`src/rtl/fp16_stream_accum.sv`:
```
// Streaming FP16 packet accumulator: one element per cycle in, one sum per packet out.
// Includes the combinational fp_adder it feeds (running sum + staged operand).

module fp_adder (
  input  logic [15:0] a,
  input  logic [15:0] b,
  output logic [15:0] res
);
  logic        swap, s_big, s_sml;
  logic [4:0]  e_big, e_sml, d, e_r;
  logic [13:0] m_big, m_sml, m_sh, diff, norm;
  logic [14:0] sum;
  logic [3:0]  lz;
  logic        found;

  // Operands are always normal; the larger magnitude sets sign and base exponent.
  assign swap  = b[14:0] > a[14:0];
  assign s_big = swap ? b[15] : a[15];
  assign s_sml = swap ? a[15] : b[15];
  assign e_big = swap ? b[14:10] : a[14:10];
  assign e_sml = swap ? a[14:10] : b[14:10];
  assign m_big = {1'b1, (swap ? b[9:0] : a[9:0]), 3'b000};
  assign m_sml = {1'b1, (swap ? a[9:0] : b[9:0]), 3'b000};
  assign d     = e_big - e_sml;
  assign m_sh  = m_sml >> d;
  assign sum   = {1'b0, m_big} + {1'b0, m_sh};
  assign diff  = m_big - m_sh;

  always_comb begin
    lz    = 4'd0;
    found = 1'b0;
    for (int i = 13; i >= 0; i--) begin
      if (!found && diff[i]) begin
        found = 1'b1;
        lz    = 4'(13 - i);
      end
    end
  end

  assign norm = diff << lz;

  always_comb begin
    res = 16'h0000;
    e_r = e_big;
    if (s_big == s_sml) begin
      if (sum[14]) begin
        e_r = e_big + 5'd1;
        res = {s_big, e_r, sum[13:4]};
      end else begin
        res = {s_big, e_r, sum[12:3]};
      end
    end else if (found) begin
      e_r = e_big - {1'b0, lz};
      res = {s_big, e_r, norm[12:3]};
    end
  end
endmodule

module fp16_stream_accum #(
  parameter int COUNT_W = 8
) (
  input  logic               clk,
  input  logic               rst,
  input  logic               in_valid,
  output logic               in_ready,
  input  logic [15:0]        in_data,
  input  logic               in_last,
  output logic               out_valid,
  input  logic               out_ready,
  output logic [15:0]        out_data,
  output logic [COUNT_W-1:0] out_count
);
  typedef enum logic [1:0] {IDLE = 2'd0, RUN = 2'd1, OUT = 2'd2} state_t;

  state_t               state, state_nxt;
  logic [15:0]          acc, x_q, add_res;
  logic                 acc_zero, x_valid, x_last, accept;
  logic [COUNT_W-1:0]   cnt;

  fp_adder u_add (.a(acc), .b(x_q), .res(add_res));

  assign in_ready  = (state == RUN) && !(x_valid && x_last);
  assign accept    = in_valid && in_ready;
  assign out_valid = (state == OUT);
  assign out_data  = (state == OUT && !acc_zero) ? acc : 16'h0000;
  assign out_count = (state == OUT) ? cnt : '0;

  always_ff @(posedge clk or posedge rst) begin
    if (rst) state <= IDLE;
    else     state <= state_nxt;
  end

  always_comb begin
    state_nxt = state;
    case (state)
      IDLE:    state_nxt = RUN;
      RUN:     if (x_valid && x_last) state_nxt = OUT;
      OUT:     if (out_ready) state_nxt = IDLE;
      default: state_nxt = IDLE;
    endcase
  end

  always_ff @(posedge clk or posedge rst) begin
    if (rst) begin
      acc      <= 16'h0000;
      acc_zero <= 1'b0;
      cnt      <= '0;
      x_q      <= 16'h0000;
      x_last   <= 1'b0;
      x_valid  <= 1'b0;
    end else begin
      case (state)
        IDLE: begin
          acc      <= 16'h0000;
          acc_zero <= 1'b1;
          cnt      <= '0;
          x_q      <= 16'h0000;
          x_last   <= 1'b0;
          x_valid  <= 1'b0;
        end
        RUN: begin
          x_valid <= accept;
          if (accept) begin
            x_q    <= in_data;
            x_last <= in_last;
            if (cnt != {COUNT_W{1'b1}}) cnt <= cnt + 1'b1;
          end
          // Zero/subnormal operands are skipped so the adder never sees exponent 0.
          if (x_valid && x_q[14:10] != 5'd0) begin
            if (acc_zero) begin
              acc      <= x_q;
              acc_zero <= 1'b0;
            end else begin
              acc <= add_res;
            end
          end
        end
        default: x_valid <= 1'b0;
      endcase
    end
  end
endmodule

```
`config.mk`:
```
export PLATFORM = sky130hd
export DESIGN_NAME = fp16_stream_accum
export DESIGN_NICKNAME = d
export VERILOG_FILES = /design/src/rtl/fp16_stream_accum.sv
export SDC_FILE = /design/constraint.sdc
export NUM_CORES = 1
export LEC_CHECK = 0
export ABC_AREA = 0
export ABC_CLOCK_PERIOD_IN_PS = 8650
export BUFFER_PORTS_ARGS = -buffer_cell sky130_fd_sc_hd__buf_2
export CAP_MARGIN = 20
export CORE_AREA = 5 5 114 116
export CTS_BUF_LIST = sky130_fd_sc_hd__clkbuf_4 sky130_fd_sc_hd__clkbuf_8
export CTS_CLUSTER_DIAMETER = 50
export DETAILED_ROUTE_END_ITERATION = 10
export DIE_AREA = 0 0 119 121
export PLACE_DENSITY = 0.79
export SYNTH_ARGS = -nofsm -noshare
export SYNTH_HDL_FRONTEND = slang
export SYNTH_SLANG_ARGS = --single-unit
```
`constraint.sdc`:
```
create_clock -name clk -period 8.65 [get_ports clk]
set_input_delay 0.865 -clock clk [delete_from_list [all_inputs] [get_ports clk]]
set_output_delay 0.865 -clock clk [all_outputs]
set_load 0.02 [all_outputs]
```
==> summary.txt <==
Setup path
  • Crit path kind: flip-flop to flip-flop
  • Arr. time, crit path: between 8000 and 9000 ps
  • Reg2reg end: acc[14]
  • Critical R2R Launch: acc[6]
  • Crit start category: flip-flop
  • Slowest stage cell, crit path: or4_4
  • CP endpoint kind: flip-flop
  • CP max stage delay: 600 ps
  • Worst Path Required: a little under 9000 ps
  • R2R depth: 33
  • Crit-path max FO: 5
  • R2R Setup Slk: about 340 ps

Detailed routing
  • DRT antenna net count: 0
  • Via-to-Cell Ratio: roughly 6.6
  • Number of iterations in the first detailed-routing pass: 5
  • Vias: roughly 7500
  • Post-Route WL: around 23 mm
  • Drt first-iter violations: slightly above 1000
  • Wirelength per Cell: ~20 um
  • DRC viols: 0

Job
  • Max Cap Viol: 0

Global route
  • Total track usage: between 30% and 40%
  • Largest net degree at the start of global routing: 46
  • GRT overflow: 0
  • Met1 usage: ~42%
  • Gr busiest metal: met2
  • Met3 GRT Util: ~3.8%
  • Grt met2 use: between 40 and 50%
  • First-pass GRT wire length: around 36 mm
  • Initial antenna violation count: 0
  • Number of global-route vias before repair: a little under 7000

CTS
  • CTS HTree Levels: 2
  • CTS tree: done
  • Number of CTS-inserted buffers: 5
  • CTS Sinks: 45
  • Clk slew on worst S/H paths: 80 ps
  • Master cell of the clock root buffer: clkbuf_8
  • CTS Buffer Depth: 2
  • Clk_lat worst skew: around 300 ps

STA
  • Setup_tns: 0 ps
  • Setup violators final: 0
  • Slew HR: 26.4%
  • Final Hold Violating Endpoints: 0
  • Worst Skew: about 3.1 ps
  • Final Worst Setup Slack: between 300 and 400 ps
  • Final period utilization: slightly below 100%
  • Slew Limit Fails: 0
  • Worst slew pin tran: roughly 1100 ps
  • Max Freq: 120 MHz
  • Final Critical Period: between 8000 and 9000 ps

Status
  • Status: finished clean

Synth
  • Syn nets: 980
  • Post-synth top cells: nand2_1 (102), a21oi_1 (76), o21ai_0 (71)
  • Area leader, netlist: dfrtp_1
  • Synthesis Warnings: 0
  • Asr flop ratio synth: 100%
  • Post-synthesis area per instance: between 7 and 8 um^2
  • Mapped Cells: 914
  • Main synth FF type: dfrtp_1
  • Cell variety after synth: 86
  • Register area share after synthesis: between 10% and 20%
  • Number of synthesized flops with an enable pin: 0
  • Synth Cell Area: roughly 6700 um^2
  • Most common cell in the netlist: nand2_1
  • #FFs+latches synth: 45
  • Synth area leaders: dfrtp_1 (17%), ha_1 (8.0%), mux2i_1 (6.7%), nand2_1 (5.7%), a21oi_1 (5.7%)
  • Yosys top cell area share: ~17%

Place
  • HPWL after detailed placement: between 15 and 20 mm
  • Placer Congestion: 1.05
  • # port buffers: 46
  • Place WS: -36.5 ps

Layout
  • Share of cells above drive strength 1: a little under a fifth
  • Area Overhead vs Synth: 13.6%
  • Antenna diode count: 0
  • Nets: 1045

Floorplanning
  • Initial Util: between 50% and 60%
  • Die height: 121 um
  • Core Area: between 10000 and 15000 um^2
  • Total die area: around 14000 um^2
  • I/O pin cnt: 47
  • Row count: 40
  • Die X-Extent: 119 um

Hold path
  • Worst hold path class: flip-flop to flip-flop
  • Min-delay src: acc[8]
  • Hold Path End: acc[8]
  • WHS Path Cells: 1
[cell families after synthesis]
kind of cell | after synthesis | share of synthesized area [%]
AO/OA/AOI/OAI | 303 | 30.5
XOR/XNOR | 27 | 3.53
adder cells (fa/ha/maj) | 45 | 8.64
buffers and inverters | 121 | 7.48
flip-flops | 45 | 16.8
multiplexers | 58 | 9.76
AND/OR/NAND/NOR | 315 | 23.3
[state kept, by name, summed over array words and instances, names as in the netlist]
signal    flops
acc_zero      1
x_last        1
x_q          16
x_valid       1
acc          16
state         2
cnt           8
[repair_timing]
item / CTS / global route
resized for setup: 3 / 20
hold buffers: 0 / 0
buffers inserted: 0 / 6
pin swaps: 0 / 5
setup endpoints to repair: 1 / 10
[area by class of cell]
class                      instances  area [um^2]
multi-input combinational        748         5160
fill                            1054         4210
timing repair buffer             114          753
clock buffer                       5         68.8
sequential                        45         1130
clock inverter                     3         65.1
inverter                          65          244
tap                              147          184
[layer usage]
metal,wire length [um],vias up
met5,0,-
met4,537,0
met3,2260,53
met2,10400,423
met1,9280,3504
li1,-,3482
[worst max path at each step]
stage	endpoint	slack [ps]	cells after the start	from
finish	acc[14]	340	33	acc[6]
detailed placement	acc[14]	-40	37	acc[6]
global placement	acc[14]	130	35	acc[6]
floorplan	acc[14]	70	44	acc[12]
CTS	acc[14]	30	40	acc[6]
global route	acc[14]	-10	40	acc[6]
[placed cells by master (no fill, tap or decap), types with 10 or more instances in the layout]
cell type  Yosys  layout
mux2i_1       45      44
nor3_1        31      30
o211ai_1      16      16
a31oi_1       15      15
and2_1        20      20
nand4_1       10      10
inv_1         63      62
xnor2_1       17      16
a21oi_1       76      73
buf_2          7      46
nor2_1        59      58
dfrtp_1       45      45
nand3_1       24      23
o31ai_1       13      12
ha_1          43      40
xor2_1        10      10
o21ai_0       71      69
nand2_1      102     102
a211oi_1      15      14
buf_4          4      67
[per-stage QoR]
stage / std cells / hold slack (ps) / area, um^2 / util (%)
floorplan: 914 / 466 / 6700 / -
global placement: 1113 / 479 / 7330 / 62.1
detailed placement: 1113 / 485 / 7330 / 62.1
CTS: 1121 / 503 / 7480 / 63.3
global route: 1127 / 536 / 7600 / 64.3
finish: 1127 / 504 / 7600 / 64.3
[critical path, delay by kind of cell, from the launching register on]
family                     cells  cell delay (ps)
buffers and inverters          4              410
adders and majority gates      5             1600
and+or+nand+nor               10             2890
DFF                            1              390
AOI/OAI and AO/OA             12             2260
muxes                          1              550
xor gates and xnor gates       1              140
Power is left out: the tool's default activity adds up to more than one toggle a clock period on the data nets, which glitch-free logic cannot reach.
